`src/rtl/uart_pkg.sv`:
```
`default_nettype none
// +-------------------------------------------------------------------+
// | uart_pkg : shared types and defaults for the UART receive path     |
// | Rev 1.0  : initial release                                         |
// +-------------------------------------------------------------------+
package uart_pkg;

  typedef logic [7:0] byte_t;

  localparam byte_t c_SYNC_BYTE_DEF = 8'hA5;

  typedef enum logic [2:0] {
    ST_IDLE    = 3'd0,
    ST_LEN     = 3'd1,
    ST_PAYLOAD = 3'd2,
    ST_CHECK   = 3'd3,
    ST_DRAIN   = 3'd4
  } rx_state_t;

endpackage
`default_nettype wire

```
`src/rtl/pkt_buffer.sv`:
```
`default_nettype none
// +-------------------------------------------------------------------+
// | pkt_buffer : DEPTH x 8 RAM, synchronous write, registered read     |
// | Rev 1.0    : initial release                                       |
// +-------------------------------------------------------------------+
module pkt_buffer
  import uart_pkg::*;
#(
  parameter int DEPTH = 16,
  parameter int AW    = 4
) (
  input  logic          clk_fpga,
  input  logic          wr_en,
  input  logic [AW-1:0] wr_addr,
  input  logic [7:0]    wr_data,
  input  logic [AW-1:0] rd_addr,
  output logic [7:0]    rd_data
);

  byte_t r_mem [DEPTH];

  // Contents are deliberately left unreset so this maps onto block/distributed RAM.
  always_ff @(posedge clk_fpga) begin
    if (wr_en) begin
      r_mem[wr_addr] <= wr_data;
    end
    rd_data <= r_mem[rd_addr];
  end

endmodule
`default_nettype wire

```
`src/rtl/rx_frame_parser.sv`:
```
`default_nettype none
// +-------------------------------------------------------------------+
// | rx_frame_parser : SYNC/LEN framed packet parser, store-and-forward |
// | Option RX_FRAME_CHECKSUM_EN adds the trailing CHK byte check.      |
// | Rev 1.0         : initial release                                  |
// +-------------------------------------------------------------------+
module rx_frame_parser
  import uart_pkg::*;
#(
  parameter int    MAX_LEN     = 16,
  parameter int    TIMEOUT_CYC = 2_000_000,
  parameter byte_t SYNC_BYTE   = c_SYNC_BYTE_DEF
) (
  input  logic       clk_fpga,
  input  logic       reset,
  input  logic [7:0] rx_data,
  input  logic       rx_valid,
  output logic [7:0] out_data,
  output logic       out_valid,
  input  logic       out_ready,
  output logic       out_last,
  output logic       pkt_ok,
  output logic       pkt_err,
  output logic [7:0] drop_cnt,
  output logic       busy
);

  localparam int    c_AW        = (MAX_LEN > 1) ? $clog2(MAX_LEN) : 1;
  localparam int    c_GAP_W     = $clog2(TIMEOUT_CYC + 1);
  localparam byte_t c_MAX_LEN_B = byte_t'(MAX_LEN);

  rx_state_t          r_state, w_next_state;
  byte_t              r_len, r_wr_idx, r_rd_idx, r_drop_cnt;
  logic [c_GAP_W-1:0] r_gap;
  logic               r_out_valid, r_pkt_ok, r_pkt_err;
  logic               w_ok, w_err, w_timeout, w_last_in, w_last_out, w_xfer, w_wr_en;
  logic [c_AW-1:0]    w_rd_addr;
  logic [7:0]         w_rd_data;

`ifdef RX_FRAME_CHECKSUM_EN
  byte_t r_sum;
  byte_t w_sum_final;
  assign w_sum_final = r_sum + rx_data;
`endif

  assign w_timeout  = (r_state inside {ST_LEN, ST_PAYLOAD, ST_CHECK}) && !rx_valid &&
                      (r_gap == c_GAP_W'(TIMEOUT_CYC - 1));
  assign w_last_in  = (r_wr_idx == r_len - 8'd1);
  assign w_last_out = (r_rd_idx == r_len - 8'd1);
  assign w_xfer     = r_out_valid && out_ready;

  always_ff @(posedge clk_fpga) begin
    if (reset) begin
      r_state <= ST_IDLE;
    end else begin
      r_state <= w_next_state;
    end
  end

  always_comb begin
    w_next_state = r_state;
    w_ok         = 1'b0;
    w_err        = 1'b0;
    case (r_state)
      ST_IDLE: begin
        if (rx_valid && (rx_data == SYNC_BYTE)) begin
          w_next_state = ST_LEN;
        end
      end
      ST_LEN: begin
        if (w_timeout) begin
          w_err        = 1'b1;
          w_next_state = ST_IDLE;
        end else if (rx_valid) begin
          if ((rx_data == 8'd0) || (rx_data > c_MAX_LEN_B)) begin
            w_err        = 1'b1;
            w_next_state = ST_IDLE;
          end else begin
            w_next_state = ST_PAYLOAD;
          end
        end
      end
      ST_PAYLOAD: begin
        if (w_timeout) begin
          w_err        = 1'b1;
          w_next_state = ST_IDLE;
        end else if (rx_valid && w_last_in) begin
`ifdef RX_FRAME_CHECKSUM_EN
          w_next_state = ST_CHECK;
`else
          w_ok         = 1'b1;
          w_next_state = ST_DRAIN;
`endif
        end
      end
`ifdef RX_FRAME_CHECKSUM_EN
      ST_CHECK: begin
        if (w_timeout) begin
          w_err        = 1'b1;
          w_next_state = ST_IDLE;
        end else if (rx_valid) begin
          if (w_sum_final == 8'h00) begin
            w_ok         = 1'b1;
            w_next_state = ST_DRAIN;
          end else begin
            w_err        = 1'b1;
            w_next_state = ST_IDLE;
          end
        end
      end
`endif
      ST_DRAIN: begin
        if (w_xfer && w_last_out) begin
          w_next_state = ST_IDLE;
        end
      end
      default: w_next_state = ST_IDLE;
    endcase
  end

  always_comb begin
    busy      = (r_state != ST_IDLE);
    out_valid = r_out_valid;
    out_last  = r_out_valid && w_last_out;
    out_data  = r_out_valid ? w_rd_data : 8'h00;
    pkt_ok    = r_pkt_ok;
    pkt_err   = r_pkt_err;
    drop_cnt  = r_drop_cnt;
    w_wr_en   = (r_state == ST_PAYLOAD) && rx_valid;
    // Read one slot ahead on a transfer so the next byte is ready without a bubble.
    w_rd_addr = '0;
    if (r_state == ST_DRAIN) begin
      w_rd_addr = (w_xfer && !w_last_out) ? c_AW'(r_rd_idx + 8'd1) : c_AW'(r_rd_idx);
    end
  end

  always_ff @(posedge clk_fpga) begin
    if (reset) begin
      r_len       <= '0;
      r_wr_idx    <= '0;
      r_rd_idx    <= '0;
      r_gap       <= '0;
      r_out_valid <= 1'b0;
      r_pkt_ok    <= 1'b0;
      r_pkt_err   <= 1'b0;
      r_drop_cnt  <= '0;
`ifdef RX_FRAME_CHECKSUM_EN
      r_sum       <= '0;
`endif
    end else begin
      r_pkt_ok    <= w_ok;
      r_pkt_err   <= w_err;
      // First DRAIN cycle waits for the registered RAM read of byte 0.
      r_out_valid <= (r_state == ST_DRAIN) && (w_next_state == ST_DRAIN);

      if ((r_state inside {ST_LEN, ST_PAYLOAD, ST_CHECK}) && !rx_valid) begin
        r_gap <= r_gap + c_GAP_W'(1);
      end else begin
        r_gap <= '0;
      end

      if ((r_state == ST_LEN) && (w_next_state == ST_PAYLOAD)) begin
        r_len    <= rx_data;
        r_wr_idx <= '0;
`ifdef RX_FRAME_CHECKSUM_EN
        r_sum    <= rx_data;
`endif
      end else if (w_wr_en) begin
        r_wr_idx <= r_wr_idx + 8'd1;
`ifdef RX_FRAME_CHECKSUM_EN
        r_sum    <= r_sum + rx_data;
`endif
      end

      if (r_state != ST_DRAIN) begin
        r_rd_idx <= '0;
      end else if (w_xfer) begin
        r_rd_idx <= r_rd_idx + 8'd1;
      end

      if ((r_state == ST_DRAIN) && rx_valid && (r_drop_cnt != 8'hFF)) begin
        r_drop_cnt <= r_drop_cnt + 8'd1;
      end
    end
  end

  pkt_buffer #(
    .DEPTH (MAX_LEN),
    .AW    (c_AW)
  ) u_pkt_buffer (
    .clk_fpga (clk_fpga),
    .wr_en    (w_wr_en),
    .wr_addr  (c_AW'(r_wr_idx)),
    .wr_data  (rx_data),
    .rd_addr  (w_rd_addr),
    .rd_data  (w_rd_data)
  );

endmodule
`default_nettype wire

```
`config.mk`:
```
export PLATFORM = sky130hd
export DESIGN_NAME = rx_frame_parser
export DESIGN_NICKNAME = d
export VERILOG_FILES = /design/src/rtl/uart_pkg.sv /design/src/rtl/pkt_buffer.sv /design/src/rtl/rx_frame_parser.sv
export SDC_FILE = /design/constraint.sdc
export NUM_CORES = 1
export LEC_CHECK = 0
export CORE_MARGIN = 4
export CORE_UTILIZATION = 55
export CTS_CLUSTER_DIAMETER = 150
export DETAILED_ROUTE_END_ITERATION = 12
export GPL_ROUTABILITY_DRIVEN = 0
export PLACE_DENSITY = 0.76
export REMOVE_ABC_BUFFERS = 1
export SLEW_MARGIN = 15
export SYNTH_ARGS = -nofsm -noshare
export SYNTH_HDL_FRONTEND = slang
export SYNTH_SLANG_ARGS = --single-unit
```
`constraint.sdc`:
```
create_clock -name clk_fpga -period 3 [get_ports clk_fpga]
set_input_delay 0.9 -clock clk_fpga [delete_from_list [all_inputs] [get_ports clk_fpga]]
set_output_delay 0.9 -clock clk_fpga [all_outputs]
set_load 0.1 [all_outputs]
```
==> results.txt <==
The remaining antenna violation count after routing is 0, and the largest vdd supply drop is 0.3644 mV. The library cell used most frequently in the layout, excluding fill and tap cells, is sky130_fd_sc_hd__edfxtp_1. The total count of max-transition violations in the final report was 0; the met1 layer usage reported by global route was 0.2911. The critical path in this run is classified as reg2out. Critical path's slowest cell: sky130_fd_sc_hd__or3_4. The post-synthesis share of cell area spent on full adders, half adders and majority gates was 0.01176. After filler insertion, the fill cell instance count of the layout stands at 1093. The compound-gate portion of the synthesized area is 0.05057. The total clock buffers created by CTS is 17, and the via count normalized by instance count is 5.818.

The post-synthesis sequential area ratio is 0.6092. The tools report the total of endpoints with negative setup slack in the final report as 5. The run gives 5701 as the number of global-route vias before repair. The wire-length estimate of the detail-placed layout is 13180 um.

The detailed router placed 5789 vias in this run. The I/O pin count came out at 33. The critical path goes through buf_6, or3_4, xnor3_2, nor3_4, and4_4, buf_12. The run gives -0.05508 ns as the final worst setup slack. Of all nets on the critical path, the largest fanout is 3. The core region is 0.01520 mm^2. The number of enable-type register cells in the synthesized netlist is 128, and the initial core utilization is 0.5598.

TritonCTS built the clock tree. The share of flip-flops with an asynchronous set or reset was 0. The worst hold-check slack is 0.4631 ns, and the full die area is 0.01753 mm^2.

In the final routed layout, each cell accounts on average for 19.63 um. The die width came out at 132.4 um. After synthesis, the cell types taking the most area are sky130_fd_sc_hd__edfxtp_1 45%, sky130_fd_sc_hd__dfxtp_1 16%, sky130_fd_sc_hd__mux2i_1 9.2%. The height of the die is 132.4 um. The tools report the global routing met2 resource utilization as 0.3659. During placement, the flow inserted port buffers numbering 32. The first global-routing pass estimated 30270 um of wire. The largest area contributor in the netlist is sky130_fd_sc_hd__edfxtp_1.

Proportion of netlist area held by the largest area contributor: 0.4516. The met3 usage in global routing was 0.04275; the transition time at the pin with the least slew margin was 0.4521 ns. After the first detailed-routing iteration, the DRC count stood at 604. The family with the most delay on the worst path is simple AND/OR/NAND/NOR gates.

Simple-gate area share of the yosys netlist: 0.1463. The checks that failed: negative setup slack. For the total routing usage reported by global routing, the log shows 0.2214. Final clock skew: 0.01020 ns. The first TritonRoute pass finished after 5 iterations.

In the synthesized netlist the dominant register cell turns out to be sky130_fd_sc_hd__edfxtp_1. Summed over all layers, the global routing overflow is 0. Entering global routing, the biggest net connects 33 pins. The repair_antennas step left the layout with diodes totalling 0.

Critical path launch point type: a flip-flop. The number of buffers added to fix hold violations after cts is 0, and the number of antenna violations at the first check in global routing is 0. Multiplexer area fraction after synthesis: 0.09174. The later pin in the worst-skew pair is clocked with a latency of 0.43 ns. After clock tree synthesis, the clock-pin slew on the worst setup and hold paths is 0.07 ns. For this design the static power due to leakage is 3.897 nW.

The overall power after layout came out at 0.005202 W. The tightest min-delay check is of the reg2reg type. The total wire length was 19530 um. The tools report the count of endpoints failing hold in the final timing report as 0. Post-synthesis xor/xnor area fraction: 0.06145. The number of library cell types mapped by synthesis was 54; the sum of negative setup slack was -0.1687 ns.

Yosys printed 0 warnings. The share of the core filled with cells in the final layout was 0.6744; the layout cell share with drive strength beyond 1 was 0.1983. The tools report the number of sinks handled by clock tree synthesis as 195. The final period utilization is 1.018.

The cell count after synthesis came out at 700. The worst endpoint data arrival time is 2.16 ns. The run gives 0.005189 mm^2 as the area taken by flip-flops and latches. The buffer cell driving the clock tree root is sky130_fd_sc_hd__clkbuf_16. In this design, the stage delay of the slowest critical-path cell is 0.40 ns.

For the number of buffers between clock root and the deepest sink, the log shows 2. The net count of the finished layout is 814. Setup repair after global routing could not meet its margin everywhere. The multi-input combinational cells in the finished layout cover a total of 0.003201 mm^2. For this run, design rule violations remaining after detail routing come to 0. Dividing the synthesized area by the synthesized cell count gives 12.16 um^2. The H-tree generated during clock tree synthesis spans 4 levels. The cell area after synthesis is 0.008511 mm^2, and the time the worst path needs with I/O delays and setup is 3.055 ns. The number of max-capacitance violations reported is 0. Max-slew headroom at the worst pin: 0.6964. In the layout the commonest cells are 128 x sky130_fd_sc_hd__edfxtp_1, 86 x sky130_fd_sc_hd__buf_4, 72 x sky130_fd_sc_hd__nor2_1.

Synthesis-to-layout area growth: 20.46%. The required time at the endpoint of the critical path was 2.10 ns. The flow ran to the end, but the final reports show violations. Based on the critical path, the design can be clocked at up to 327.3 MHz. The buffering stage count on the worst path with inverters included was 2. The worst setup path is captured at a primary output. The post-synthesis register bit count works out to 195.

Most congested layer reported by global routing: met2. The run gives 45 as the number of rows in the core area. The power density over cell area came out at 507.4 mW/mm^2. The combinational family with the most area after synthesis is simple AND/OR/NAND/NOR gates.
## where the power goes
group	leakage [nW]	internal, W	switching, W	total (W)
clock	0.287	0.00131	0.000963	0.00227
combinational	1.92	0.0000251	0.0000530	0.0000781
sequential	1.69	0.00285	0.0000000409	0.00285
## path summary, 6_finish.rpt
kind | from | to | slack [ns] | depth (start not counted)
hold / removal | r_gap[0] | r_gap[0] | 0.46 | 1
setup / recovery | r_len[1] | out_last | -0.06 | 6
hold reg to reg | r_gap[0] | r_gap[0] | 0.46 | 1
setup reg to reg | r_len[1] | u_pkt_buffer.rd_data[3] | -0.04 | 12
## per-stage QoR
step | instances | worst slack (ns) | instance area (um^2)
2_1_floorplan | 666 | -0.6114 | 8317
3_3_place_gp | 954 | -0.1430 | 9402
3_5_place_dp | 954 | -0.1711 | 9402
4_1_cts | 989 | -0.06094 | 10050
5_1_grt | 995 | -0.1640 | 10250
6_report | 995 | -0.05508 | 10250
## metal layers
metal	vias to the layer above	wire [um]
met5	-	0
met4	0	463
met3	38	1247
met2	197	9800
met1	2841	8020
li1	2713	-
## final cells by class
type | instances | area share
inverter | 14 | 0.005126
clock inverter | 10 | 0.01172
sequential | 195 | 0.5061
clock buffer | 22 | 0.04638
timing repair buffer | 109 | 0.09556
multi-input combinational | 457 | 0.3122
tap | 188 | 0.02294
## cells by family (layout without fill, tap and decap cells)
group / Yosys count / after routing
xor gates and xnor gates: 55 / 55
muxes: 78 / 78
adders and majority gates: 8 / 8
DFF: 195 / 195
buffers and inverters: 48 / 155
AOI/OAI and AO/OA: 64 / 64
and+or+nand+nor: 252 / 252
## sequential cells by signal (all words and copies together) (netlist names)
| register | flops |
|---|---|
| drop_cnt | 8 |
| r_gap | 21 |
| out_valid | 1 |
| r_len | 8 |
| u_pkt_buffer.r_mem | 128 |
| pkt_err | 1 |
| r_wr_idx | 8 |
| r_rd_idx | 8 |
| u_pkt_buffer.rd_data | 8 |
| pkt_ok | 1 |
| r_state | 3 |
## repair_timing
action,in CTS,in global routing
cloned,0,3
hold endpoints to repair,0,0
setup endpoints to repair,8,9
pin swaps,3,5
gates resized for setup,9,23
buffers inserted,3,3
## synth_stat cells (6+ instances only)
library cell and instances:
sky130_fd_sc_hd__xnor2_1 22, sky130_fd_sc_hd__nand4_1 15, sky130_fd_sc_hd__inv_1 14, sky130_fd_sc_hd__buf_2 7, sky130_fd_sc_hd__dfxtp_1 67, sky130_fd_sc_hd__and2_1 14, sky130_fd_sc_hd__a21oi_1 14, sky130_fd_sc_hd__buf_6 6
sky130_fd_sc_hd__xor2_1 30, sky130_fd_sc_hd__o21ai_0 18, sky130_fd_sc_hd__nor3_1 10, sky130_fd_sc_hd__a32oi_1 15, sky130_fd_sc_hd__or3_1 6, sky130_fd_sc_hd__ha_1 8, sky130_fd_sc_hd__nand2b_1 7, sky130_fd_sc_hd__nand3_1 27
sky130_fd_sc_hd__nand2_1 68, sky130_fd_sc_hd__nor2_1 72, sky130_fd_sc_hd__mux2i_1 78, sky130_fd_sc_hd__clkbuf_1 14, sky130_fd_sc_hd__edfxtp_1 128
(Power assumes the default switching activity.)
